## src/rtl/nrow_game_engine.sv

```systemverilog
// nrow_game_engine: BOARD_N x BOARD_N n-in-a-row game engine.
// Holds the board, arbitrates player turns, validates moves and scans the
// four lines through the last move (one direction per cycle) for WIN_K in a row.
// Optional single-level undo is compiled in when TTT_UNDO_EN is defined.
// Ports:
//   clk, reset (async, active-low), new_game (sync clear)
//   move_valid/move_player/move_row/move_col : move request
//   undo         : undo last move (TTT_UNDO_EN builds only)
//   move_ready   : engine idle, can accept a move
//   move_ack     : one-cycle pulse, move accepted
//   move_illegal : one-cycle pulse, move rejected
//   turn         : player expected next (0 = P1)
//   game_over, winner (00 none, 01 P1, 10 P2), draw
//   board        : 2 bits per cell, cell index = row*BOARD_N+col, cell 0 in LSBs
module nrow_game_engine #(
  parameter int BOARD_N = 3,
  parameter int WIN_K   = 3,
  localparam int CW     = $clog2(BOARD_N)
) (
  input  logic                           clk,
  input  logic                           reset,
  input  logic                           new_game,
  input  logic                           move_valid,
  input  logic                           move_player,
  input  logic [CW-1:0]                  move_row,
  input  logic [CW-1:0]                  move_col,
  input  logic                           undo,
  output logic                           move_ready,
  output logic                           move_ack,
  output logic                           move_illegal,
  output logic                           turn,
  output logic                           game_over,
  output logic [1:0]                     winner,
  output logic                           draw,
  output logic [2*BOARD_N*BOARD_N-1:0]   board
);

  localparam int CELLS = BOARD_N * BOARD_N;
  localparam int MW    = $clog2(CELLS + 1);
  // Index width has headroom so out-of-range coordinates never wrap onto a real cell.
  localparam int IW    = $clog2(CELLS) + 2;
  // Signed scan coordinates: range -(WIN_K-1) .. 2*BOARD_N-2.
  localparam int SW    = CW + 2;

  localparam logic [1:0] IDLE  = 2'd0;
  localparam logic [1:0] CHECK = 2'd1;
  localparam logic [1:0] DONE  = 2'd2;

  localparam logic [CW:0]          NU = (CW+1)'(BOARD_N);
  localparam logic signed [SW-1:0] NS = SW'(BOARD_N);
  localparam logic signed [SW-1:0] ZS = '0;

  logic [1:0]    state;
  logic [1:0]    dir;
  logic [MW-1:0] move_count;
  logic [CW-1:0] last_row;
  logic [CW-1:0] last_col;
  logic          last_player;

`ifdef TTT_UNDO_EN
  logic          undoable;
`else
  logic          unused_undo;
  assign unused_undo = undo;
`endif

  function automatic logic [IW-1:0] cell_idx(input logic [CW-1:0] r, input logic [CW-1:0] c);
    return IW'(r) * IW'(BOARD_N) + IW'(c);
  endfunction

  function automatic logic in_board(input logic signed [SW-1:0] r, input logic signed [SW-1:0] c);
    return (r >= ZS) && (r < NS) && (c >= ZS) && (c < NS);
  endfunction

  assign move_ready = (state == IDLE);
  assign game_over  = (state == DONE);

  logic       legal;
  logic [1:0] target;
  assign target = board[2*cell_idx(move_row, move_col) +: 2];
  assign legal  = ({1'b0, move_row} < NU) && ({1'b0, move_col} < NU) &&
                  (move_player == turn) && (target == 2'b00);

  // Run length through the last move along direction dir, each side capped at WIN_K-1.
  logic signed [SW-1:0] fr, fc, br, bc, dr, dc;
  logic                 f_alive, b_alive;
  logic [5:0]           run;
  logic [1:0]           lp_code;
  logic                 win_hit;

  always_comb begin
    lp_code = last_player ? 2'b10 : 2'b01;
    case (dir)
      2'd0:    begin dr = '0;        dc = SW'(1); end
      2'd1:    begin dr = SW'(1);    dc = '0;     end
      2'd2:    begin dr = SW'(1);    dc = SW'(1); end
      default: begin dr = SW'(1);    dc = '1;     end
    endcase
    fr = {2'b00, last_row};
    fc = {2'b00, last_col};
    br = fr;
    bc = fc;
    f_alive = 1'b1;
    b_alive = 1'b1;
    run = 6'd1;
    for (int unsigned i = 1; i < WIN_K; i++) begin
      fr = fr + dr;
      fc = fc + dc;
      if (f_alive && in_board(fr, fc) &&
          board[2*cell_idx(fr[CW-1:0], fc[CW-1:0]) +: 2] == lp_code)
        run = run + 6'd1;
      else
        f_alive = 1'b0;
      br = br - dr;
      bc = bc - dc;
      if (b_alive && in_board(br, bc) &&
          board[2*cell_idx(br[CW-1:0], bc[CW-1:0]) +: 2] == lp_code)
        run = run + 6'd1;
      else
        b_alive = 1'b0;
    end
    win_hit = (run >= 6'(WIN_K));
  end

  always_ff @(posedge clk or negedge reset) begin
    if (!reset) begin
      state        <= IDLE;
      dir          <= '0;
      move_count   <= '0;
      last_row     <= '0;
      last_col     <= '0;
      last_player  <= 1'b0;
      board        <= '0;
      turn         <= 1'b0;
      move_ack     <= 1'b0;
      move_illegal <= 1'b0;
      winner       <= 2'b00;
      draw         <= 1'b0;
`ifdef TTT_UNDO_EN
      undoable     <= 1'b0;
`endif
    end else if (new_game) begin
      state        <= IDLE;
      dir          <= '0;
      move_count   <= '0;
      last_row     <= '0;
      last_col     <= '0;
      last_player  <= 1'b0;
      board        <= '0;
      turn         <= 1'b0;
      move_ack     <= 1'b0;
      move_illegal <= 1'b0;
      winner       <= 2'b00;
      draw         <= 1'b0;
`ifdef TTT_UNDO_EN
      undoable     <= 1'b0;
`endif
    end else begin
      move_ack     <= 1'b0;
      move_illegal <= 1'b0;
      case (state)
        IDLE: begin
`ifdef TTT_UNDO_EN
          // Undo takes priority; a coincident move is dropped silently.
          if (undo && undoable) begin
            board[2*cell_idx(last_row, last_col) +: 2] <= 2'b00;
            move_count <= move_count - 1'b1;
            turn       <= last_player;
            undoable   <= 1'b0;
          end else
`endif
          if (move_valid) begin
            if (legal) begin
              board[2*cell_idx(move_row, move_col) +: 2] <= move_player ? 2'b10 : 2'b01;
              move_count  <= move_count + 1'b1;
              last_row    <= move_row;
              last_col    <= move_col;
              last_player <= move_player;
              move_ack    <= 1'b1;
              dir         <= '0;
              state       <= CHECK;
            end else begin
              move_illegal <= 1'b1;
            end
          end
        end
        CHECK: begin
          if (win_hit) begin
            winner <= last_player ? 2'b10 : 2'b01;
            state  <= DONE;
          end else if (dir != 2'd3) begin
            dir <= dir + 2'd1;
          end else if (move_count == MW'(CELLS)) begin
            draw  <= 1'b1;
            state <= DONE;
          end else begin
            turn  <= ~turn;
            state <= IDLE;
`ifdef TTT_UNDO_EN
            undoable <= 1'b1;
`endif
          end
        end
        default: ;
      endcase
    end
  end

endmodule
```

## config.mk

```make
export PLATFORM = sky130hd
export DESIGN_NAME = nrow_game_engine
export DESIGN_NICKNAME = d
export VERILOG_FILES = /design/src/rtl/nrow_game_engine.sv
export SDC_FILE = /design/constraint.sdc
export NUM_CORES = 1
export LEC_CHECK = 0
export CORE_MARGIN = 3
export CORE_UTILIZATION = 64
export DETAILED_ROUTE_END_ITERATION = 10
export PLACE_DENSITY = 0.95
export SYNTH_ARGS = -nofsm -noshare
export SYNTH_HDL_FRONTEND = slang
export SYNTH_SLANG_ARGS = --single-unit
```

## constraint.sdc

```tcl
create_clock -name clk -period 9.5 [get_ports clk]
set_clock_uncertainty 0.05 [all_clocks]
set_input_delay 0.95 -clock clk [delete_from_list [all_inputs] [get_ports clk]]
set_output_delay 0.95 -clock clk [all_outputs]
set_load 0.02 [all_outputs]
```

==> results of run 1 <==
## final timing paths
check,slack (ps),cells past startpoint,to,from
max,2290,20,winner[0],dir[0]
min,460,1,draw,draw
max reg2reg,2290,20,winner[0],dir[0]
min reg2reg,460,1,draw,draw
max in group asynchronous,8180,1,move_count[1],reset
min in group asynchronous,700,1,board[1],reset
## logic make-up (layout without fill, tap and decap cells)
logic type               after synthesis  after routing  share of synthesized area (%)
XOR/XNOR                              15             15                          3.295
multiplexers                          37             37                          14.59
buffers and inverters                 60             83                          5.993
AO/OA/AOI/OAI                         85             85                          15.00
AND/OR/NAND/NOR                      138            138                          17.63
adder cells (fa/ha/maj)               55             55                          20.27
flip-flops                            37             37                          23.22
## Yosys cell counts (all sizes together) (3+ instances only)
cell,count
inv,41
nor4b,5
nor2b,6
a22oi,7
mux2i,15
nand2b,4
nand3,8
nand2,30
clkbuf,15
o2111ai,5
dfrtp,37
o21ai,14
xnor2,6
mux2,7
nor3,10
and3,6
o311ai,3
a22o,3
a21oi,18
buf,4
nor2,45
nand4,4
a2bb2oi,3
o41ai,3
o21a,3
xor2,9
o211ai,3
a31oi,3
mux4,15
ha,39
and2,5
fa,16
## flip-flops by register name (all words and copies together) (netlist names)
name	count
winner	2
dir	2
last_col	2
draw	1
move_count	4
board	18
move_illegal	1
last_row	2
state	2
last_player	1
turn	1
move_ack	1
## per-layer routing
layer,track usage [%],wire length (um)
met1,37.42,3974
met5,0,0
met2,49.96,5134
met4,14.53,404
met3,3.107,571
## per-stage QoR
stage	power, mW	cells
after floorplan	0.3482	427
after detailed placement	0.4014	517
after CTS	0.5640	525
final	0.5658	525
after global routing	0.5944	525
after global placement	0.3861	517
## power groups by stage
stage          logic, mW  registers, mW  clock network (mW)
2_1_floorplan      0.181          0.167                   0
3_3_place_gp       0.218          0.168                   0
3_5_place_dp       0.233          0.168                   0
4_1_cts            0.235          0.165               0.164
5_1_grt            0.260          0.166               0.168
6_report           0.239          0.165               0.162
## area by class of cell
cell class,count,area [um2],share of cell area [%]
multi-input combinational,330,2823,63.21
sequential,37,925.9,20.73
timing repair buffer,34,335.3,7.509
inverter,41,153.9,3.446
tap,75,93.84,2.101
clock buffer,5,68.82,1.541
clock inverter,3,65.06,1.457
==> impl_metrics.json, run 1 <==
{
  "status": "finished clean",
  "final_cell_mix": "45 x nor2_1, 41 x inv_1, 39 x ha_1, 37 x dfrtp_1, 33 x clkdlybuf4s50_1",
  "worstPathMaxFanout": 19,
  "max_stage_delay_ps": 690,
  "gp_congestion": 0.9762,
  "ant_nets": 0,
  "ios": 36,
  "cts.path.max_buffers": 2,
  "synth_seq_area_share_pct": 23.22,
  "gr-total-overflow": 0,
  "rsz0062_at_grt": "no",
  "syn_avg_cell_area_um2": 9.339,
  "hold_viol": 0,
  "track_usage_pct": 29.38,
  "wl_per_cell_um": 19.21,
  "antenna_found_initial": 0,
  "io_buffers": 34,
  "synth-edff-count": 0,
  "ir_worst_vdd_mv": 0.1791,
  "maxSlewHeadroom_pct": 22.79,
  "setup_ws_ps": 2291,
  "dp_hpwl_um": 7557,
  "rows": 28,
  "setup_tns_ps": 0,
  "min_path_type": "reg2reg",
  "path_class": "reg2reg",
  "drive_above_1_share_pct": 7.556,
  "placed_cell_area_um2": 4332,
  "async_flop_share_pct": 100.0,
  "synth.area.top_cells": "dfrtp_1 23%, ha_1 12%, fa_1 8.0%, mux4_2 6.2%, nor2_1 4.2%",
  "critPathLaunchType": "flip-flop",
  "crit_top_cell": "ha_1",
  "p_clk_share_pct": 28.6,
  "stdcell_area_um2": 4466,
  "worst_pin_slew_ps": 1155,
  "slew_violations": 0,
  "crit_arrival_ps": 7350,
  "start_util_pct": 66.56,
  "drcViolationCount": 0,
  "synth_largest_area_cell": "dfrtp_1",
  "numCtsBuffers": 5,
  "maxCapViolCount": 0,
  "final.period_utilization_pct": 75.88,
  "yosysUniqueCellTypes": 65,
  "viasPerCell": 6.762,
  "num_vias": 3550,
  "p_sw_share_pct": 35.77,
  "leakagePower_nw": 2.020,
  "diodes": 0,
  "worst-path-buf-inv": 1,
  "cts_tree": "built",
  "pwr_density_cell_nw_per_um2": 126.7,
  "yosysWarnings": 0,
  "grt_start_max_net_pins": 38,
  "required_ps": 9640,
  "synth_area_um2": 3988,
  "dieArea_um2": 7214,
  "cp_top_family": "adder cells",
  "grt_pass1_wl_um": 17210,
  "pwr-share-seq_pct": 29.2,
  "insertion_delay_ps": 300,
  "internal_power_mw": 0.3634,
  "root_buffer": "clkbuf_8",
  "fillers": 400,
  "path_cells": "ha_1, inv_1, ha_1, ha_1, xor2_1, ha_1, fa_1, ha_1, fa_1, mux2_2, o22a_1, a22oi_1, a2bb2oi_1, nor3_1, fa_1, nor2_1, a2111oi_0, a31o_2, and2b_2, mux2_1",
  "pwr-share-comb_pct": 42.2,
  "syn_to_final_growth_pct": 11.99,
  "die_x_um": 84.94,
  "post-route-min-period_ps": 7209,
  "layout.nets": 514,
  "power.switching_mw": 0.2024,
  "slowest_stage": "fa_1",
  "synthCells": 427,
  "synth_nets": 492,
  "ys_ff_latch": 37,
  "place_ws_ps": 2385,
  "dr.pass1.iters": 5,
  "ctsResizeCount": 0,
  "end_kind": "flip-flop",
  "final_common_cell": "nor2_1",
  "post_cts_buffers": 0,
  "hold_buffers": 0,
  "drt_first_iter_violations": 322,
  "fmax_mhz": 138.7,
  "hold_slack_ps": 462.6,
  "die_h_um": 84.94,
  "grt_pass1_vias": 3630,
  "finalSetupViolCount": 0,
  "h-tree-depth": 2,
  "clock-sinks": 37,
  "netlist.area_leader.share_pct": 23.22,
  "synth-main-ff-cell": "dfrtp_1",
  "final_util_pct": 74.54,
  "cts.clk_slew.worst_paths_ps": 80,
  "core-area_um2": 5991,
  "drt-total-wl_um": 10090
}
Power figures use the tool's default switching activity.
==> run 2: changes to the inputs <==
--- a/config.mk
+++ b/config.mk
@@ -6,9 +6,9 @@
 export NUM_CORES = 1
 export LEC_CHECK = 0
 export CORE_MARGIN = 3
-export CORE_UTILIZATION = 64
+export CORE_UTILIZATION = 54
 export DETAILED_ROUTE_END_ITERATION = 10
-export PLACE_DENSITY = 0.95
+export PLACE_DENSITY = 0.9
 export SYNTH_ARGS = -nofsm -noshare
 export SYNTH_HDL_FRONTEND = slang
 export SYNTH_SLANG_ARGS = --single-unit
==> constraint.sdc (replaced) <==
create_clock -name clk -period 6.1 [get_ports clk]
set_clock_uncertainty 0.05 [all_clocks]
set_input_delay 0.61 -clock clk [delete_from_list [all_inputs] [get_ports clk]]
set_output_delay 0.61 -clock clk [all_outputs]
set_load 0.02 [all_outputs]
==> impl_metrics.json, run 2 (same netlist as run 1, synthesis figures left out) <==
{
  "io_buffers": 34,
  "power_mw": 0.8455,
  "cts.path.max_buffers": 2,
  "antenna_found_initial": 0,
  "die_h_um": 91.93,
  "insertion_delay_ps": 290,
  "die_x_um": 91.93,
  "final_cell_mix": "45 x nor2_1, 40 x inv_1, 36 x dfrtp_1, 33 x ha_1, 33 x clkdlybuf4s50_1",
  "layout.nets": 529,
  "place_ws_ps": -48.46,
  "core-area_um2": 6982,
  "pwr_density_cell_nw_per_um2": 180.1,
  "fillers": 512,
  "gp_congestion": 0.9470,
  "drive_above_1_share_pct": 14.84,
  "diodes": 0,
  "leakagePower_nw": 2.061,
  "numCtsBuffers": 5,
  "placed_cell_area_um2": 4448,
  "reg2regPathDepth": 22,
  "critPathLaunchType": "flip-flop",
  "status": "finished clean",
  "final_common_cell": "nor2_1",
  "viasPerCell": 6.346,
  "largest_reg_flops": 18,
  "root_buffer": "clkbuf_8",
  "crit_arrival_ps": 6100,
  "drcViolationCount": 0,
  "r2r-start": "dir[1]",
  "syn_to_final_growth_pct": 17.73,
  "rows": 30,
  "h-tree-depth": 2,
  "slew_violations": 0,
  "regMostFlops": "board",
  "final.period_utilization_pct": 97.63,
  "rrSetupSlack_ps": 140,
  "clock-sinks": 37,
  "post-route-min-period_ps": 5955,
  "maxCapViolCount": 0,
  "drt_first_iter_violations": 297,
  "fmax_mhz": 167.9,
  "setup_ws_ps": 144.7,
  "track_usage_pct": 23.91,
  "required_ps": 6240,
  "stdcell_area_um2": 4695,
  "internal_power_mw": 0.5112,
  "pwr-share-comb_pct": 50.1,
  "power.switching_mw": 0.3343,
  "worstPathMaxFanout": 7,
  "p_clk_share_pct": 19.5,
  "cts.clk_slew.worst_paths_ps": 70,
  "grt_start_max_net_pins": 38,
  "grt_pass1_vias": 3620,
  "min_path_type": "in2async",
  "hold_buffers": 0,
  "reg_top3": "board x18, move_count x4",
  "p_sw_share_pct": 39.54,
  "r2r_end": "turn",
  "num_vias": 3560,
  "worst_pin_slew_ps": 1155,
  "end_kind": "flip-flop",
  "start_util_pct": 57.11,
  "ant_nets": 0,
  "drt-total-wl_um": 10440,
  "hold_viol": 0,
  "pwr-share-seq_pct": 30.5,
  "cts_tree": "built",
  "ir_worst_vdd_mv": 0.1667,
  "dieArea_um2": 8451,
  "ios": 36,
  "dr.pass1.iters": 5,
  "path_class": "reg2reg",
  "dp_hpwl_um": 7738,
  "finalSetupViolCount": 0,
  "maxSlewHeadroom_pct": 22.75,
  "hold_slack_ps": 358.8,
  "final_util_pct": 67.24,
  "wl_per_cell_um": 18.62,
  "grt_pass1_wl_um": 16520,
  "gr-total-overflow": 0
}
[run 2: changes by cell type in the layout (fill, tap and decap cells not counted), moves of 3 or more]
cell	previous run	this run
buf_4	0	15
ha_1	39	33
nor4b_1	5	2
fa_1	16	13
fa_2	0	3
ha_4	0	5
[run 2: layout make-up]
| class | instances | area (um2) | share of cell area [%] |
|---|---|---|---|
| clock buffers | 6 | 72.57 | 1.546 |
| clock inverters | 2 | 10.01 | 0.2132 |
| inverters | 41 | 153.9 | 3.278 |
| multi-input cells | 330 | 2963 | 63.11 |
| flip-flops and latches | 37 | 927.1 | 19.75 |
| well taps | 96 | 120.1 | 2.559 |
| repair buffers | 49 | 447.9 | 9.542 |
[run 2: metal layers]
metal  global-route usage [%]  routed length (um)  part of all wire, %  vias up
li1                         -                   -                    -     1623
met1                    28.13                4163                   40     1751
met2                    43.67                5386                   52      158
met3                    3.527                 620                  5.9       28
met4                    9.158                 273                  2.6        0
met5                        0                   0                    0        -
[run 2: worst max-delay path by stage]
stage | start | to | slack [ps] | depth (start not counted)
after global routing | dir[1] | turn | -60 | 22
final | dir[1] | turn | 140 | 22
after floorplan | dir[0] | winner[0] | 7 | 23
after global placement | dir[1] | turn | 130 | 22
after CTS | dir[1] | turn | 10 | 22
after detailed placement | dir[1] | turn | -50 | 22
[run 2: through the flow]
stage,cells,setup TNS [ps]
3_5_place_dp,550,-80.27
4_1_cts,558,0
5_1_grt,561,-93.24
2_1_floorplan,427,0
3_3_place_gp,550,0
6_report,561,0
[run 2: worst max-delay path: stages, from the launching register on]
cell and delay (ps):
dfrtp_1 430, inv_1 130, ha_4 160, inv_1 70, ha_1 230, ha_4 310
xor2_1 180, ha_1 300, fa_1 450, ha_2 200, fa_2 610, mux2_2 360
o22a_1 220, a22oi_2 210, a2bb2oi_2 230, nor3_2 70, fa_1 460, nor2_1 120
a2111oi_0 60, a31o_2 260, buf_4 160, or4_1 400, a21oi_1 160
[run 2: repair_timing]
item | in CTS | in global routing
endpoints found under the setup margin | 2 | 8
endpoints found under the hold margin | 0 | 0
pin swaps | 0 | 2
setup buffers | 0 | 3
resized for setup | 3 | 23
[run 2: power groups by stage]
stage | sequential (mW) | clock [mW] | combinational (mW)
final | 0.258 | 0.165 | 0.423
after global routing | 0.258 | 0.174 | 0.459
after CTS | 0.257 | 0.168 | 0.383
after detailed placement | 0.261 | 0 | 0.377
after global placement | 0.261 | 0 | 0.355
after floorplan | 0.260 | 0 | 0.283
==> patch 1 (settings of run 2) <==
Set the parameter `WIN_K` to 5 (it was 3).
--- a/src/rtl/nrow_game_engine.sv
+++ b/src/rtl/nrow_game_engine.sv
@@ -14,7 +14,7 @@
 //   board        : 2 bits per cell, cell index = row*BOARD_N+col, cell 0 in LSBs
 module nrow_game_engine #(
   parameter int BOARD_N = 3,
-  parameter int WIN_K   = 3,
+  parameter int WIN_K   = 5,
   localparam int CW     = $clog2(BOARD_N)
 ) (
   input  logic                           clk,
Formal check against the unedited RTL: same outputs for any inputs over 4 cycles, from zero or initial values and one cycle with reset low; that may be too few to reach the edited logic, so the function may still have changed.
==> patch 1 against run 2 <==
The run now fails in 5_1_grt. Synthesized area up 75%. Synthesized cell count rose by 94%.
==> patch 1: results (changes against run 2) <==
- Status: did not finish (was complete, no violations)
- Stage where the flow stopped: 5_1_grt
- First logged error message: [ERROR GRT-0232] Routing congestion too high. Check the congestion heatmap in the GUI.
- Maximum clock insertion buffer count: 2 (unchanged)
- Fraction of the yosys area taken by sequential cells: 13.2% (was 23.2%)
- Synthesis-stage register bit count: 37 (unchanged)
- Number of port buffers: 34 (unchanged)
- Antenna violations before repair: 9
- Worst endpoint type: register input
- Routability cong.: 1.07 (was 0.947)
- Buffer type at the clock tree root: sky130_fd_sc_hd__clkbuf_16 (was sky130_fd_sc_hd__clkbuf_8)
- Detail Placement HPWL: 20800 um (was 7740 um)
- Leading cell types by total area after synthesis: sky130_fd_sc_hd__dfrtp_1 13%, sky130_fd_sc_hd__ha_1 11%, sky130_fd_sc_hd__fa_1 6.6% (was sky130_fd_sc_hd__dfrtp_1 23%, sky130_fd_sc_hd__ha_1 12%, sky130_fd_sc_hd__fa_1 8.0%)
- Most frequent cells after synthesis: 63 x sky130_fd_sc_hd__nor2_1, 60 x sky130_fd_sc_hd__ha_1, 60 x sky130_fd_sc_hd__inv_1, 50 x sky130_fd_sc_hd__nand2_1, 39 x sky130_fd_sc_hd__mux2i_1 (was 45 x sky130_fd_sc_hd__nor2_1, 41 x sky130_fd_sc_hd__inv_1, 39 x sky130_fd_sc_hd__ha_1, 37 x sky130_fd_sc_hd__dfrtp_1, 30 x sky130_fd_sc_hd__nand2_1)
- H-tree depth: 2 (unchanged)
- Leftover overflow at the end of global routing: 45
- Worst-path endpoint after global-route repair_timing: winner[1]$_DFFE_PN0P_/D
- Number of warning messages in the yosys log: 0 (unchanged)
- Global-route usage over all layers: 74.8%
- Number of nets produced by synthesis: 920 (was 492)
- Dominant cell by count in the synthesized netlist: sky130_fd_sc_hd__nor2_1 (unchanged)
- Number of buffers inserted during clock tree synthesis: 5 (unchanged)
- Post-synthesis async set-or-reset flop share: 100% (unchanged)
- Post-Place Worst Slack: -2.62 ns (was -0.0485 ns)
- Unique masters post-synth: 90 (was 65)
- Maximum number of pins on one net before global-route repair: 38
- Post-synth top area share: 13.2% (was 23.2%)
[patch 1: routing by layer]
| metal | global-route usage [%] | GRT overflow |
|---|---|---|
| met5 | 27.2 | 0 |
| met4 | 73.2 | 21 |
| met3 | 65.8 | 4 |
| met2 | 86.9 | 19 |
| met1 | 74.8 | 1 |
[patch 1: metrics by stage]
step                instance area, um^2  TNS (ns)  std cells  utilization [%]
floorplan                          7220    -17.68        827                -
global placement                   8990    -15.51       1170             73.0
detailed placement                 8990    -20.03       1170             73.0
CTS                                9510    -18.75       1203             77.3
[patch 1: logic make-up after synthesis]
logic type               synth area share, %
AO/OA/AOI/OAI                           20.1
XOR/XNOR                                5.82
adder cells (fa/ha/maj)                 17.6
buffers and inverters                   6.71
flip-flops                              13.2
multiplexers                            13.1
AND/OR/NAND/NOR                         23.5
[patch 1: repair_timing]
item                       in CTS
hold endpoints to repair        0
resized for setup              29
buffers inserted               26
pin swaps                      37
setup endpoints to repair       8
==> patch 2 (flow settings as in run 2) <==
Without the edit above. Compare `move_count` against `MW'(CELLS)` with >= in place of ==.
--- a/src/rtl/nrow_game_engine.sv
+++ b/src/rtl/nrow_game_engine.sv
@@ -190,7 +190,7 @@
             state  <= DONE;
           end else if (dir != 2'd3) begin
             dir <= dir + 2'd1;
-          end else if (move_count == MW'(CELLS)) begin
+          end else if (move_count >= MW'(CELLS)) begin
             draw  <= 1'b1;
             state <= DONE;
           end else begin
Behaviour: no difference found for any inputs over 4 cycles, from zero or initial values and one cycle with reset low; that may be too few to reach the edited logic, so the function may still have changed.
==> patch 2 against run 2 <==
Setup slack improved by 0.023 ns. Worst hold slack got worse by 0.012 ns. Sequential cell count unchanged. Synthesized area decreased by 2.7%. Global-route usage increased by 0.13 points. Final area decreased by 4.0%. Cell count decreased by 3.7%. Highest routed layer unchanged. Wire length decreased by 5.5%.
Power is not compared: it rests on default switching activity, and its combinational part moved more than twofold at a synthesized area within 25%.
==> patch 2: results (changes against run 2) <==
- Clock slew at the register clock pins of the worst setup and hold paths: 0.07 ns (about the same)
- End point of the critical path: dir[0] (was turn)
- R2R Path Start: dir[0] (was dir[1])
- Max_slew headroom: 31.0% (was 22.7%)
- Multi-input combinational cell count: 317 (was 330)
- Non-CTS buffers: 43 (was 49)
- Inverters excl. clock: 40 (was 41)
- Final-stage net count: 510 (was 529)
- Post-route met1 wirelength: 3940 um (was 4160 um)
- Unique masters post-synth: 63 (was 65)
- Met2 WL post-DR: 5120 um (was 5390 um)
- Most frequent cells after synthesis: 44 x sky130_fd_sc_hd__nor2_1, 40 x sky130_fd_sc_hd__ha_1, 39 x sky130_fd_sc_hd__inv_1, 37 x sky130_fd_sc_hd__dfrtp_1, 18 x sky130_fd_sc_hd__mux2i_1 (was 45 x sky130_fd_sc_hd__nor2_1, 41 x sky130_fd_sc_hd__inv_1, 39 x sky130_fd_sc_hd__ha_1, 37 x sky130_fd_sc_hd__dfrtp_1, 30 x sky130_fd_sc_hd__nand2_1)
- Via count of the first global-routing pass: 3452 (was 3620)
- Area occupied by multi-input gates: 2820 um^2 (was 2960 um^2)
- Quantity of gates resized following cts: 0 (was 3)
- Routed via count divided by cell count: 6.34 (was 6.35)
- Final non-clock buffer share: 8.94% (was 9.54%)
- Status: complete, no violations (unchanged)
- Detail-routed net length per standard cell: 18.3 um (was 18.6 um)
- Count of fill cells added during filler insertion: 530 (was 512)
- FF-to-FF setup slack: 0.17 ns (was 0.14 ns)
- Metal3 WL: 588 um (was 620 um)
- Met1 track demand over resource: 29.9% (was 28.1%)
- Routability cong.: 0.933 (was 0.947)
- Ys flop type: sky130_fd_sc_hd__dfrtp_1 (unchanged)
- Number of nets produced by synthesis: 475 (was 492)
- Max VDD drop: 220 uV
- Number of antenna cells inserted: 0 (unchanged)
- Initial DRC Count: 333 (was 297)
- Leading cell types by total area after synthesis: sky130_fd_sc_hd__dfrtp_1 24%, sky130_fd_sc_hd__ha_1 13%, sky130_fd_sc_hd__fa_1 8.3% (was sky130_fd_sc_hd__dfrtp_1 23%, sky130_fd_sc_hd__ha_1 12%, sky130_fd_sc_hd__fa_1 8.0%)
- Detail Placement HPWL: 7380 um (was 7740 um)
- Depth of the worst register-to-register path: 21 (was 22)
- Global-route wire length before repair: 16200 um (was 16500 um)
- Layout cell share with drive strength beyond 1: 13.1% (was 14.8%)
- Number of clock buffers in the layout: 7 (was 6)
- Fraction of the yosys area taken by sequential cells: 23.9% (was 23.2%)
- Met3 Resource Use GR: 2.67% (was 3.53%)
- Global-route usage over all layers: 24.0% (was 23.9%)
- Largest stage delay on the critical path: 0.51 ns (was 0.61 ns)
- Min Hold Slack: 0.347 ns (was 0.359 ns)
- Worst path slowest cell: sky130_fd_sc_hd__fa_1 (was sky130_fd_sc_hd__fa_2)
- Largest fanout of any net on the critical path: 6 (was 7)
-- patch 2: metrics by stage --
| stage | cell area (um^2) | setup slack [ns] | power (mW) | utilization [%] | instances |
|---|---|---|---|---|---|
| finish | 4510 | 0.168 | 1.89 | 65.6 | 540 |
| global route | 4510 | 0.00342 | 2.03 | 65.6 | 540 |
| CTS | 4420 | 0.0982 | 1.75 | 64.4 | 540 |
| detailed placement | 4340 | 0.144 | 1.57 | 63.2 | 533 |
| global placement | 4340 | 0.275 | 1.49 | 63.2 | 533 |
| floorplan | 3880 | 0.0635 | 1.29 | - | 409 |
-- patch 2: kinds of logic (layout without fill, tap and decap cells) --
kind of cell             Yosys count  in the layout  synth area share (%)
buffers and inverters             55             90                  5.58
XOR/XNOR                          14             14                  3.16
AO/OA/AOI/OAI                     84             84                  15.7
multiplexers                      36             36                  13.7
flip-flops                        37             37                  23.9
AND/OR/NAND/NOR                  127            127                  16.8
adder cells (fa/ha/maj)           56             56                  21.1
